<file path="config.mk">
export PLATFORM = sky130hd
export DESIGN_NAME = mem_stage_lsu
export DESIGN_NICKNAME = d
export VERILOG_FILES = /design/src/rtl/mem_stage_lsu_pkg.sv /design/src/rtl/mem_stage_lsu_load_align.sv /design/src/rtl/mem_stage_lsu.sv
export SDC_FILE = /design/constraint.sdc
export NUM_CORES = 1
export LEC_CHECK = 0
export ABC_AREA = 1
export BUFFER_PORTS_ARGS = -buffer_cell sky130_fd_sc_hd__buf_2
export CORE_ASPECT_RATIO = 0.5
export CORE_MARGIN = 1.5
export CORE_UTILIZATION = 40
export CTS_BUF_LIST = sky130_fd_sc_hd__clkbuf_4
export DETAILED_ROUTE_END_ITERATION = 10
export HOLD_SLACK_MARGIN = 0.02
export PLACE_DENSITY = 0.65
export SLEW_MARGIN = 20
export SYNTH_ARGS = -nofsm -noshare
export SYNTH_HDL_FRONTEND = slang
export SYNTH_HIERARCHICAL = 1
export SYNTH_SLANG_ARGS = --single-unit
</file>
<file path="constraint.sdc">
create_clock -name clk -period 2.1 [get_ports clk]
set_input_delay 0.42 -clock clk [delete_from_list [all_inputs] [get_ports clk]]
set_output_delay 0.42 -clock clk [all_outputs]
set_load 0.01 [all_outputs]
</file>
<file path="src/rtl/mem_stage_lsu_pkg.sv">
// mem_pkg: shared encodings for the MEM-stage load/store unit.
//   load_op_e   : load operation encoding carried from EX.
//   lsu_state_e : response-tracking FSM states.
//   STALL_MEM / STALL_WB : bit positions in the pipeline stall vector.
package mem_pkg;

  typedef enum logic [2:0] {
    OP_NONE = 3'd0,
    OP_LB   = 3'd1,
    OP_LBU  = 3'd2,
    OP_LH   = 3'd3,
    OP_LHU  = 3'd4,
    OP_LW   = 3'd5,
    OP_LWU  = 3'd6,
    OP_LD   = 3'd7
  } load_op_e;

  typedef enum logic [1:0] {
    ST_EMPTY = 2'd0,  // no response pending or buffered
    ST_WAIT  = 2'd1,  // load in stage, response outstanding
    ST_FULL  = 2'd2,  // response captured, entry held by a stall
    ST_DRAIN = 2'd3   // flushed load's response still to arrive
  } lsu_state_e;

  localparam int STALL_MEM = 3;
  localparam int STALL_WB  = 4;

endpackage

</file>
<file path="src/rtl/mem_stage_lsu_load_align.sv">
// load_align: combinational lane select and extension for loads.
//   raw  : naturally aligned memory word (XLEN)
//   off  : byte offset of the access inside the word
//   op   : load operation
//   data : shifted and sign/zero-extended result (XLEN)
// Misaligned offsets are not trapped; the shifted lane is used as-is.
module load_align
  import mem_pkg::*;
#(
  parameter int XLEN  = 32,
  parameter int OFF_W = $clog2(XLEN/8)
) (
  input  logic [XLEN-1:0]  raw,
  input  logic [OFF_W-1:0] off,
  input  load_op_e         op,
  output logic [XLEN-1:0]  data
);

  logic [XLEN-1:0] lane;

  assign lane = raw >> {off, 3'b000};

  // With XLEN=32, LWU and LD collapse onto LW: a 32-bit zero-extend and
  // the full lane are both the 32-bit word itself.
  always_comb begin
    data = lane;
    case (op)
      OP_LB:   data = XLEN'($signed(lane[7:0]));
      OP_LBU:  data = XLEN'(lane[7:0]);
      OP_LH:   data = XLEN'($signed(lane[15:0]));
      OP_LHU:  data = XLEN'(lane[15:0]);
      OP_LW:   data = XLEN'($signed(lane[31:0]));
      OP_LWU:  data = XLEN'(lane[31:0]);
      OP_LD:   data = lane;
      default: data = lane;
    endcase
  end

endmodule

</file>
<file path="src/rtl/mem_stage_lsu.sv">
// mem_stage_lsu: MEM pipeline stage between EX and WB with sub-word loads,
// variable-latency memory responses, a one-entry response buffer and
// discard of responses that belong to flushed loads.
//   clk, rst (async, active low), flush, stall[STALL_W]
//   ex_*        : entry presented by EX
//   mem_rvalid/mem_rdata : data-memory read response
//   stallreq    : hold request while a load lacks data
//   wb_*        : combinational outputs to WB / ID forwarding
module mem_stage_lsu
  import mem_pkg::*;
#(
  parameter int XLEN    = 32,
  parameter int PC_W    = 32,
  parameter int REG_AW  = 5,
  parameter int STALL_W = 6,
  parameter int OFF_W   = $clog2(XLEN/8)
) (
  input  logic               clk,
  input  logic               rst,
  input  logic               flush,
  input  logic [STALL_W-1:0] stall,
  input  logic               ex_valid,
  input  logic [PC_W-1:0]    ex_pc,
  input  logic [2:0]         ex_load_op,
  input  logic [OFF_W-1:0]   ex_addr_lo,
  input  logic               ex_rf_we,
  input  logic [REG_AW-1:0]  ex_rf_waddr,
  input  logic [XLEN-1:0]    ex_result,
  input  logic               mem_rvalid,
  input  logic [XLEN-1:0]    mem_rdata,
  output logic               stallreq,
  output logic               wb_valid,
  output logic [PC_W-1:0]    wb_pc,
  output logic               wb_rf_we,
  output logic [REG_AW-1:0]  wb_rf_waddr,
  output logic [XLEN-1:0]    wb_rf_wdata
);

  typedef struct packed {
    logic              valid;
    logic [PC_W-1:0]   pc;
    load_op_e          op;
    logic [OFF_W-1:0]  addr_lo;
    logic              rf_we;
    logic [REG_AW-1:0] waddr;
    logic [XLEN-1:0]   result;
  } entry_t;

  entry_t          ent, ent_in;
  lsu_state_e      state;
  logic [XLEN-1:0] resp_buf;
  logic            is_load, leave, buf_full, data_ok;
  logic [XLEN-1:0] raw, aligned;
  logic            stall_unused;

  assign stall_unused = ^stall;

  assign ent_in = '{valid:   ex_valid,
                    pc:      ex_pc,
                    op:      load_op_e'(ex_load_op),
                    addr_lo: ex_addr_lo,
                    rf_we:   ex_rf_we,
                    waddr:   ex_rf_waddr,
                    result:  ex_result};

  // Stage register: flush beats stall; MEM stalled with WB running
  // forwards a bubble.
  always_ff @(posedge clk or negedge rst) begin
    if (!rst)                                       ent <= '0;
    else if (flush)                                 ent <= '0;
    else if (stall[STALL_MEM] && !stall[STALL_WB])  ent <= '0;
    else if (!stall[STALL_MEM])                     ent <= ent_in;
  end

  assign is_load  = ent.valid && (ent.op != OP_NONE);
  assign leave    = !stall[STALL_MEM];
  assign buf_full = (state == ST_FULL);
  assign data_ok  = buf_full | mem_rvalid;
  // In DRAIN the arriving response belongs to the flushed load.
  assign stallreq = is_load && (!data_ok || (state == ST_DRAIN));

  // Response tracking. A response is buffered only when the entry stays
  // in the stage; if it leaves the same cycle, WB has already taken it.
  always_ff @(posedge clk or negedge rst) begin
    if (!rst) begin
      state    <= ST_EMPTY;
      resp_buf <= '0;
    end else if (flush) begin
      resp_buf <= '0;
      // A response arriving together with the flush is the killed load's.
      if ((state == ST_WAIT || state == ST_DRAIN) && !mem_rvalid)
        state <= ST_DRAIN;
      else
        state <= ST_EMPTY;
    end else begin
      case (state)
        ST_EMPTY, ST_WAIT: begin
          if (is_load) begin
            if (mem_rvalid) begin
              if (leave) begin
                state <= ST_EMPTY;
              end else begin
                state    <= ST_FULL;
                resp_buf <= mem_rdata;
              end
            end else begin
              state <= ST_WAIT;
            end
          end else if (state == ST_WAIT && !mem_rvalid) begin
            // waiting load replaced by a bubble: its response is stale
            state <= ST_DRAIN;
          end else begin
            state <= ST_EMPTY;
          end
        end
        ST_FULL: begin
          if (leave || !is_load) begin
            state    <= ST_EMPTY;
            resp_buf <= '0;
          end
        end
        ST_DRAIN: begin
          if (mem_rvalid) state <= ST_EMPTY;
        end
        default: state <= ST_EMPTY;
      endcase
    end
  end

  assign raw = buf_full ? resp_buf : mem_rdata;

  load_align #(.XLEN(XLEN)) u_align (
    .raw  (raw),
    .off  (ent.addr_lo),
    .op   (ent.op),
    .data (aligned)
  );

  assign wb_valid    = ent.valid && !stallreq;
  assign wb_rf_we    = wb_valid && ent.rf_we;
  assign wb_pc       = ent.pc;
  assign wb_rf_waddr = ent.waddr;
  assign wb_rf_wdata = is_load ? aligned : ent.result;

endmodule

</file>
==> impl_metrics.yaml <==
status:
  status: "finished, violations left"
  violations: "design-rule violations, negative setup slack"
clock_tree:
  htree_num_levels: 3
  cts_buffers: 9
  cts_tree: "built"
  cts.clk_slew.worst_paths_ns: 0.19
  clk_latency_ns: 0.51
  ctsRootBufferMaster: "clkbuf_4"
  cts.sinks: 110
  ctsLongestPathBuffers: 2
setup_path:
  endpoint: "wb_rf_wdata[1]"
  critPathLaunch: "state[0]"
  r2r-start: "ent[40]"
  r2r-end: "resp_buf[12]"
  r2r_cells: 8
  start_kind: "register"
  crit_type: "reg2out"
  cp_max_fo: 19
  reg2reg_setup_slack_ns: 0.34
  end_kind: "output port"
  arrival_ns: 2.42
  crit_required_ns: 1.68
power:
  p_leak_nw: 4.89
  power.density_mw_per_mm2: 520
  ir_drop_mv: 0.301
floorplanning:
  io_pins: 190
  fp.dieArea_mm2: 0.0190
  core_mm2: 0.0176
  start_util: 0.414
  dieHeight_um: 98.3
  num_rows: 34
  die_w_um: 194
routing:
  drc_errors: 3
  first_pass_iters: 8
  vias: 6737
  ant_nets: 0
  wl_met1_um: 9190
  dr_wl_met2_um: 9310
  wl_met3_um: 1090
  wirelength_um: 19800
  wl_per_cell_um: 14.7
  via_per_inst: 4.98
  top_layer: "met5"
  drtIter0Drc: 419
synth:
  ys_top_cells_by_area: "dfrtp_1, inv_1, nand2_1, o22ai_2, buf_4"
  synth_area_mm2: 0.00727
  syn_inst: 945
  ys_seq_area_frac: 0.379
  ys_types: 35
  ys_ff_latch: 110
  async_reset_ff_frac: 1.00
  synth_top_area_frac: 0.379
  synth_ff_type: "dfrtp_1"
  synth_top_area_cell: "dfrtp_1"
  synth_edf_count: 0
  synth_most_common_cell: "inv_1"
  synth_common_cells: "inv_1, nand2_1, dfrtp_1, o21ai_1, buf_4"
  syn_avg_cell_area_um2: 7.69
  synth_nets: 1063
  yosysWarningCount: 6
grt:
  track_usage: 0.211
  grt_pass1_vias: 6626
  grt_overflow: 0
  antenna_found_initial: 2
  grt_pass1_wl_um: 32400
  grt_max_degree: 77
timing:
  whs_ns: 0.122
  rsz0062_at_grt: "true"
  hold_viol: 0
  setup_ws_ns: -0.737
  finalSetupTns_ns: -22.08
  period_needed_ns: 2.84
  worst_slew_pin_slew_ns: 0.596
  skew_ns: 0.0221
  finalSetupViolations: 32
  fmax_mhz: 353
  fin_crit_sh: 1.35
  slew_headroom: 0.603
  report.final.slew_viol_count: 0
cells_and_area:
  nNetsFinal: 1232
  drive_above_1_share: 0.440
  synthToLayoutAreaGrowth_pct: 25.0
run:
  drv_cap: 0
min_path:
  hold_path.class: "in2reg"
placement:
  portBuffers: 185
  pre_cts_ws_ns: -0.307
  dpl.hpwl_um: 14000
  gp_congestion: 0.858
sequential cells by signal, summed over array words and instances (netlist names):
signal,cells
resp_buf,32
state,2
wb_pc,32
ent,39
wb_rf_waddr,5
area by class of cell:
class / instances / area [µm²]
antenna: 1 / 2.50
clock buffer: 9 / 67.6
clock inverter: 7 / 61.3
fill: 1732 / 8480
inverter: 209 / 792
multi-input combinational: 527 / 3450
sequential: 110 / 2760
tap: 234 / 293
timing repair buffer: 257 / 1670
power by group:
part	total, mW	switching, mW	internal, mW	leakage (nW)
combinational	1.33	0.770	0.556	3.37
sequential	2.34	0.0859	2.25	1.46
clock	1.06	0.795	0.266	0.0655
layout by cell type (no fill, tap or decap), drive strengths merged:
cell         instances
nor2                27
nand4               33
clkinv               2
o211ai               1
diode                1
nor3                33
dfrtp              110
nand3               53
inv                212
o22ai               76
o21ai               67
and2                 1
or2                  1
clkinvlp             2
buf                256
a21oi                8
dlygate4sd3          1
and3                 1
clkbuf               9
nand2              219
a22oi                7
worst min-delay path by stage:
stage	from	endpoint	slack [ns]	cells past startpoint
floorplan	rst	ent[0]	0.12	0
global placement	rst	wb_pc[30]	0.41	1
detailed placement	rst	wb_pc[6]	0.42	1
CTS	ex_rf_we	ent[37]	0.06	3
global route	ex_load_op[1]	ent[41]	0.06	3
finish	ex_rf_we	ent[37]	0.12	3
per-layer routing:
metal | up-vias | GRT usage
met3 | 21 | 0.0539
met2 | 175 | 0.350
met4 | 2 | 0.0515
met1 | 3249 | 0.276
li1 | 3290 | -
met5 | - | 0
per-stage QoR:
| step | instance area, µm² | util | std cells | total power, mW |
|---|---|---|---|---|
| 6_report | 9090 | 0.517 | 1354 | 4.73 |
| 5_1_grt | 9090 | 0.517 | 1354 | 5.01 |
| 4_1_cts | 8760 | 0.499 | 1342 | 4.71 |
| 3_5_place_dp | 8370 | 0.476 | 1319 | 3.57 |
| 3_3_place_gp | 8370 | 0.476 | 1319 | 3.54 |
| 2_1_floorplan | 7350 | - | 945 | 3.17 |
timing repair:
| action | CTS | global route |
|---|---|---|
| pin swaps | 6 | 17 |
| endpoints found under the hold margin | 32 | 0 |
| hold buffers | 1 | 0 |
| setup buffers | 5 | 9 |
| endpoints found under the setup margin | 35 | 35 |
| gates cloned | 1 | 2 |
| resized for setup | 54 | 65 |
worst max-delay path: stages, from the launching register on:
cell and delay [ns]:
dfrtp_2 0.47, nor2_4 0.26, buf_4 0.18, buf_12 0.15
nand2_1 0.07, o21ai_2 0.12, a21oi_1 0.11, a22oi_1 0.18
nand2_1 0.07, o21ai_0 0.11, buf_2 0.18
cell families (layout without fill, tap and decap cells):
kind of cell,count (synthesis),after routing,synth area share
AO/OA/AOI/OAI,159,159,0.161
buffers and inverters,309,482,0.208
flip-flops,110,110,0.379
other,0,1,0
AND/OR/NAND/NOR,367,368,0.253
No activity file was read; power rests on OpenSTA's default activity.
